**config.mk**
```make
export PLATFORM = sky130hd
export DESIGN_NAME = forwarding_select_unit
export DESIGN_NICKNAME = d
export VERILOG_FILES = /design/src/rtl/forwarding_select_unit_pkg.sv /design/src/rtl/forwarding_select_unit_fwd_match_cmp.sv /design/src/rtl/forwarding_select_unit.sv
export SDC_FILE = /design/constraint.sdc
export NUM_CORES = 1
export LEC_CHECK = 0
export ABC_AREA = 1
export ABC_CLOCK_PERIOD_IN_PS = 2290
export BUFFER_PORTS_ARGS = -buffer_cell sky130_fd_sc_hd__clkbuf_2
export CAP_MARGIN = 10
export CORE_MARGIN = 2
export CORE_UTILIZATION = 25
export CTS_CLUSTER_SIZE = 25
export DETAILED_ROUTE_END_ITERATION = 6
export PLACE_DENSITY = 0.42
export SYNTH_ARGS = -nofsm -noshare
export SYNTH_HDL_FRONTEND = slang
export SYNTH_SLANG_ARGS = --single-unit
```
**constraint.sdc**
```tcl
create_clock -name clk -period 2.29 [get_ports clk]
set_input_delay 0.5725 -clock clk [delete_from_list [all_inputs] [get_ports clk]]
set_output_delay 0.5725 -clock clk [all_outputs]
set_load 0.01 [all_outputs]
```
**src/rtl/forwarding_select_unit_pkg.sv**
```systemverilog
// Shared types and constants for the EX-stage operand forwarding selector.
package forwarding_select_unit_pkg;

    localparam int unsigned REG_ADDR_W  = 5;
    localparam int unsigned DEF_CNT_W   = 16;
    localparam int unsigned FWD_SEL_W   = 2;

    typedef enum logic [FWD_SEL_W-1:0] {
        FWD_REGFILE = 2'b00,
        FWD_EXMEM   = 2'b01,
        FWD_MEMWB   = 2'b10
    } fwd_sel_e;

    // Pipeline tracking slot: destination, write-enable, load flag.
    typedef struct packed {
        logic [REG_ADDR_W-1:0] rd;
        logic                  we;
        logic                  ld;
    } slot_t;

    localparam slot_t BUBBLE_SLOT = '{rd: '0, we: 1'b0, ld: 1'b0};

    // Younger producer (EX) wins over the older one (MEM).
    function automatic fwd_sel_e pick_sel(input logic ex_hit, input logic mem_hit);
        if (ex_hit) begin
            return FWD_EXMEM;
        end
        if (mem_hit) begin
            return FWD_MEMWB;
        end
        return FWD_REGFILE;
    endfunction

endpackage

```
**src/rtl/forwarding_select_unit_fwd_match_cmp.sv**
```systemverilog
// Per-operand comparator: flags a matching producer in the EX and MEM slots.
module fwd_match_cmp
    import forwarding_select_unit_pkg::*;
(
    input  logic [REG_ADDR_W-1:0] src,
    input  logic                  src_use,
    input  logic [REG_ADDR_W-1:0] ex_rd,
    input  logic                  ex_we,
    input  logic [REG_ADDR_W-1:0] mem_rd,
    input  logic                  mem_we,
    output logic                  ex_hit_c,
    output logic                  mem_hit_c
);

    logic src_live;

    // x0 is hardwired zero, so it never takes a forwarded value.
    assign src_live  = src_use && (src != '0);
    assign ex_hit_c  = src_live && ex_we  && (ex_rd  == src);
    assign mem_hit_c = src_live && mem_we && (mem_rd == src);

endmodule

```
**src/rtl/forwarding_select_unit.sv**
```systemverilog
// Tracks EX/MEM producers, registers operand-mux selects for EX, raises load-use stall.
module forwarding_select_unit
    import forwarding_select_unit_pkg::*;
#(
    parameter int unsigned CNT_W = DEF_CNT_W
) (
    input  logic                  clk,
    input  logic                  rst_n,
    input  logic                  id_valid,
    input  logic [REG_ADDR_W-1:0] id_rs1,
    input  logic [REG_ADDR_W-1:0] id_rs2,
    input  logic                  id_rs1_use,
    input  logic                  id_rs2_use,
    input  logic [REG_ADDR_W-1:0] id_rd,
    input  logic                  id_reg_write,
    input  logic                  id_mem_read,
    input  logic                  flush,
    output logic [FWD_SEL_W-1:0]  fwd_sel_a,
    output logic [FWD_SEL_W-1:0]  fwd_sel_b,
    output logic                  stall,
    output logic [CNT_W-1:0]      stall_count
);

    slot_t    ex_slot;
    slot_t    mem_slot;
    slot_t    id_slot;
    fwd_sel_e sel_a_q;
    fwd_sel_e sel_b_q;

    logic a_ex_hit;
    logic a_mem_hit;
    logic b_ex_hit;
    logic b_mem_hit;
    logic advance;

    fwd_match_cmp u_cmp_a (
        .src       (id_rs1),
        .src_use   (id_rs1_use),
        .ex_rd     (ex_slot.rd),
        .ex_we     (ex_slot.we),
        .mem_rd    (mem_slot.rd),
        .mem_we    (mem_slot.we),
        .ex_hit_c  (a_ex_hit),
        .mem_hit_c (a_mem_hit)
    );

    fwd_match_cmp u_cmp_b (
        .src       (id_rs2),
        .src_use   (id_rs2_use),
        .ex_rd     (ex_slot.rd),
        .ex_we     (ex_slot.we),
        .mem_rd    (mem_slot.rd),
        .mem_we    (mem_slot.we),
        .ex_hit_c  (b_ex_hit),
        .mem_hit_c (b_mem_hit)
    );

    // Load result is not ready until MEM: hold the consumer one cycle.
    assign stall   = id_valid && !flush && ex_slot.ld && (a_ex_hit || b_ex_hit);
    assign advance = id_valid && !stall && !flush;
    assign id_slot = '{rd: id_rd, we: id_reg_write, ld: id_mem_read};

    // Slot pipeline and EX-cycle selects.
    always_ff @(posedge clk or negedge rst_n) begin
        if (!rst_n) begin
            ex_slot  <= BUBBLE_SLOT;
            mem_slot <= BUBBLE_SLOT;
            sel_a_q  <= FWD_REGFILE;
            sel_b_q  <= FWD_REGFILE;
        end else begin
            mem_slot <= ex_slot;
            if (advance) begin
                ex_slot <= id_slot;
                sel_a_q <= pick_sel(a_ex_hit, a_mem_hit);
                sel_b_q <= pick_sel(b_ex_hit, b_mem_hit);
            end else begin
                ex_slot <= BUBBLE_SLOT;
                sel_a_q <= FWD_REGFILE;
                sel_b_q <= FWD_REGFILE;
            end
        end
    end

    // Saturating stall-cycle counter.
    always_ff @(posedge clk or negedge rst_n) begin
        if (!rst_n) begin
            stall_count <= '0;
        end else if (stall && (stall_count != {CNT_W{1'b1}})) begin
            stall_count <= stall_count + CNT_W'(1);
        end
    end

    assign fwd_sel_a = sel_a_q;
    assign fwd_sel_b = sel_b_q;

endmodule

```
# After elaboration in Yosys (flattened, before gate mapping)
# Cells that the tools add are included.
dict set report word_totals {
  ff_bits 33
  inputBits 23
  out_inout_bits 21
  wordCells 56
}
dict set report op_classes {
  n_addsub 1
  n_eq_ne 5
  muxes 21
  n_reduce_logical 21
}
# op n
set ops {}
lappend ops {{$eq 5x5->1} 4}
lappend ops {{$mux 2} 10}
lappend ops {{$add 16x1->16 const B} 1}
lappend ops {{$logic_and 1x1->1} 16}
lappend ops {{$ne 16x16->1 const B} 1}
lappend ops {{$mux 1} 10}
lappend ops {{$reduce_bool 5->1} 2}
lappend ops {{$mux 7} 1}
lappend ops {{$logic_not 1->1} 2}
lappend ops {{$logic_or 1x1->1} 1}

# Depth between registers and ports, before layout
dict set report depth {
  ltp_word 15
  depth_mapped 11
  depth_no_buf 10
}

# By module
# A second synthesis with hierarchy kept.
dict set report hier_totals {
  hier_cells 317
  area_unflattened_um2 2033.2
}
# mod n_inst cells_per_inst area_per_inst_um2 seq_area_each_um2
set modules_own_cells {}
lappend modules_own_cells {forwarding_select_unit 1 203 1595.3 825.8}
lappend modules_own_cells {fwd_match_cmp 2 57 219.0 0.0}

# Worst setup path before layout
# No wires, ideal clock.
dict set report synth_path {
  path_kind {input -> output}
  from {in id_valid}
  to {out stall}
  arrival_ns 1.367
  required_ns 1.717
  slack_ns 0.350
  path_stages 6
  n_path_buf 1
  cell_sequence {inv_1 nor2_1 and2_1 buf_4 nand2_2 inv_1}
}
dict set report synth_between {
  elab_chain_cells 3
}
# element line
set synth_lines {}
lappend synth_lines {{start: declaration} forwarding_select_unit.sv:9} ;# input logic id_valid,
lappend synth_lines {{$logic_and 1x1->1 (3 in series)} forwarding_select_unit.sv:59} ;# assign stall = id_valid && !flush && ex_slot.ld && (a_ex_hit || b_ex_hit);
lappend synth_lines {{end: declaration} forwarding_select_unit.sv:20} ;# output logic stall,
# No other way between the ends.

# Worst setup path in the final report
dict set report layout_path {
  from {reg ex_slot[5] (netlist name)}
  to {out stall}
}
dict set report layout_between {
  elab_chain_cells 4
  word_cells_on_any_way 6
  cone_classes {eq/ne: 2; reduce/logical: 4}
}
# element line
set layout_lines {}
lappend layout_lines {{start: declaration} forwarding_select_unit.sv:24} ;# slot_t ex_slot;
lappend layout_lines {{start signal: assignment} forwarding_select_unit.sv:73} ;# ex_slot <= id_slot;
lappend layout_lines {{$eq 5x5->1} forwarding_select_unit_fwd_match_cmp.sv:19} ;# assign ex_hit_c = src_live && ex_we && (ex_rd == src);
lappend layout_lines {{$logic_and 1x1->1} forwarding_select_unit_fwd_match_cmp.sv:19}
lappend layout_lines {{$logic_or 1x1->1 *} forwarding_select_unit.sv:59}
lappend layout_lines {{$logic_and 1x1->1 *} forwarding_select_unit.sv:59}
# Mark *: on every way between the ends. The rest lies on a longest branch, timed or not.

==> results.ini <==
[run_status]
status=finished clean

[clock_network]
tritoncts=done
h-tree-depth=2
clkSinkCount=33
cts_root_buf=clkbuf_8
ctsLongestPathBuffers=2
post-cts-setup-buffers=0
cts_resized=0
hold_buffers=0
clock_latency_ps=280
cts_buffers=5
clkTransAtPathRegs_ps=70

[route]
drc_errors=0
wl_per_cell_um=11.69
dr.pass1.iters=4
drtIter0Drc=40
drt-total-wl_um=4818
via_count=1771
vias_per_cell=4.299
antenna_left=0

[worst_setup_path]
startpoint_type=flop
worst_ep_arrival_time_ps=1530
r2r_setup_slack_ps=500
worstSetupEndpointType=primary output
r2r-start=stall_count[0]
reg2reg_depth=9
crit_fanout=4
crit_type=flop to primary output
reg2reg_to=stall_count[6]
required_ps=1720

[final_layout]
instances_no_fill=412
n_antenna_cell=0
syn_to_final_growth_pct=20.88
ff_latch_area_sq_um=825.8
fillers=854
nNetsFinal=333
multiInputGateArea_sq_um=944.7
final_layout_size_suffix_gt1_share_pct=22.58
fin_util_pct=30.97

[power]
p_total_mw=1.119
combinationalPowerShare_pct=8.5
power.switching_mw=0.2779
irDropWorstVdd_uv=163.4
power_density_mw_per_mm2=472.5
p_int_mw=0.8411
netSwitchingFraction_pct=24.83
p_leak_nw=1.233
seqPwrFrac_pct=53.6
clock_power_share_pct=37.9

[placed_design]
place_ws_ps=189.5
dp.cells=404
port_buffers=43
place.gp.congestion=0.8202
dp_hpwl_um=3627

[synth]
yosys-top-cells-area=dfrtp_1 42%, nand2_1 15%, inv_1 6.1%, nand4_1 6.1%, nor2_1 5.9%
yosysWarnings=0
synth_top_area_share_pct=42.15
yosysSeqAreaShare_pct=42.15
yosysTopAreaCell=dfrtp_1
synth_enable_flop_cells=0
synthFlopType=dfrtp_1
netlist_area_sq_mm=0.001959
synthCells=260
postSynthAreaPerCell_sq_um=7.536
async_flop_share_pct=100.0
synth_cell_types=27
synth_seq_cells=33
synth_nets=284

[timing]
setup-violations-final=0
fin_worst_skew_ps=5.322
fin_crit_ps=2106
setup_slack_ps=183.8
rsz0062_at_grt=false
setup_tns_ps=0
final.period_utilization_pct=91.97
finalHoldViolations=0
slew_headroom_pct=61.33
tightest_slew_ps=580.0
maxSlewViolCount=0
fmax_mhz=474.8

[floorplanning]
initial_utilization_pct=25.62
die_area_sq_mm=0.008562
coreArea_sq_mm=0.007647
fp.dieW_um=92.53
dieHeight_um=92.53
io_pins=44
row_count=32

[global_route]
grt-ovfl-total=0
antenna_found_initial=0
first_global_vias=1719
grt_max_degree=23
grt_pass1_wl_um=8100
track_usage_pct=11.88

[flow_run]
max_cap_violations=0

[hold_path]
min_path_type=primary input to asynchronous set/reset pin

-- power by group through the flow --
stage	sequential, mW	combinational (mW)	clock, mW
after floorplan	0.609	0.0461	0
after global placement	0.612	0.0979	0
after detailed placement	0.611	0.0976	0
after CTS	0.600	0.0982	0.448
after global routing	0.601	0.109	0.475
final	0.600	0.0952	0.424
-- cells in the final DEF (no fill, tap or decap), types with 5 or more instances in the layout --
cell type	count
nor2_1	31
inv_1	32
xor2_1	7
nand4_1	19
clkbuf_8	5
xnor2_1	10
dfrtp_1	33
buf_4	5
clkbuf_2	43
nand2_1	77
nand3_1	16
-- worst max-delay path, cell delays in order, from the launching register on --
cell and delay, ps:
dfrtp_1 400, inv_1 70, a21oi_1 130, nand2_1 60, nor2_1 130, nand3_2 110, nand2_2 100, nand2_2 80
inv_1 60, clkbuf_2 120
-- Yosys cell counts (3+ instances only) --
| cell type | n |
|---|---|
| a21oi_1 | 3 |
| buf_6 | 3 |
| dfrtp_1 | 33 |
| inv_1 | 32 |
| inv_2 | 4 |
| nand2_1 | 77 |
| nand2_2 | 3 |
| nand3_1 | 16 |
| nand4_1 | 19 |
| nor2_1 | 31 |
| o21ai_0 | 3 |
| xnor2_1 | 10 |
| xor2_1 | 7 |
-- metrics by stage --
stage / area (sq um) / hold WS, ps
floorplan: 1959 / 276.9
global placement: 2286 / 368.9
detailed placement: 2286 / 364.2
CTS: 2369 / 298.7
global route: 2369 / 311.2
finish: 2369 / 281.5
-- logic make-up (layout without fill, tap and decap cells) --
kind of cell,after synthesis,in the layout,synth area share (%)
flip-flops,33,33,42.15
XOR/XNOR,17,17,7.599
AND/OR/NAND/NOR,158,158,37.29
buffers and inverters,42,92,9.642
adder cells (fa/ha/maj),1,1,0.6385
AO/OA/AOI/OAI,9,9,2.681
-- layer usage --
layer,GRT usage (%),part of all wire [%],up-vias
met4,2.612,0.60,0
li1,-,-,918
met2,20.74,49,44
met5,0,0,-
met1,15.06,46,805
met3,2.522,4.1,4
-- sequential cells by signal, indices dropped and copies added, names as in the netlist --
register     count
ex_slot          7
fwd_sel_b        2
stall_count     16
fwd_sel_a        2
mem_slot         6
-- how the worst max path moves through the flow --
| stage | start | end | slack (ps) | cells past startpoint |
|---|---|---|---|---|
| after global placement | id_rs2[4] | stall | 210 | 11 |
| after floorplan | id_valid | stall | 350 | 6 |
| after CTS | ex_slot[6] | stall | 160 | 10 |
| final | ex_slot[5] | stall | 180 | 9 |
| after global routing | ex_slot[6] | stall | 50 | 10 |
| after detailed placement | id_rs2[4] | stall | 190 | 11 |
-- final cells by class --
class | instances | share of cell area (%)
Multi-Input combinational cell | 185 | 39.88
Clock buffer | 6 | 3.064
Timing Repair Buffer | 48 | 10.67
Tap cell | 102 | 5.388
Clock inverter | 2 | 0.4226
Sequential cell | 33 | 34.87
Inverter | 36 | 5.705
(Power assumes the default switching activity.)
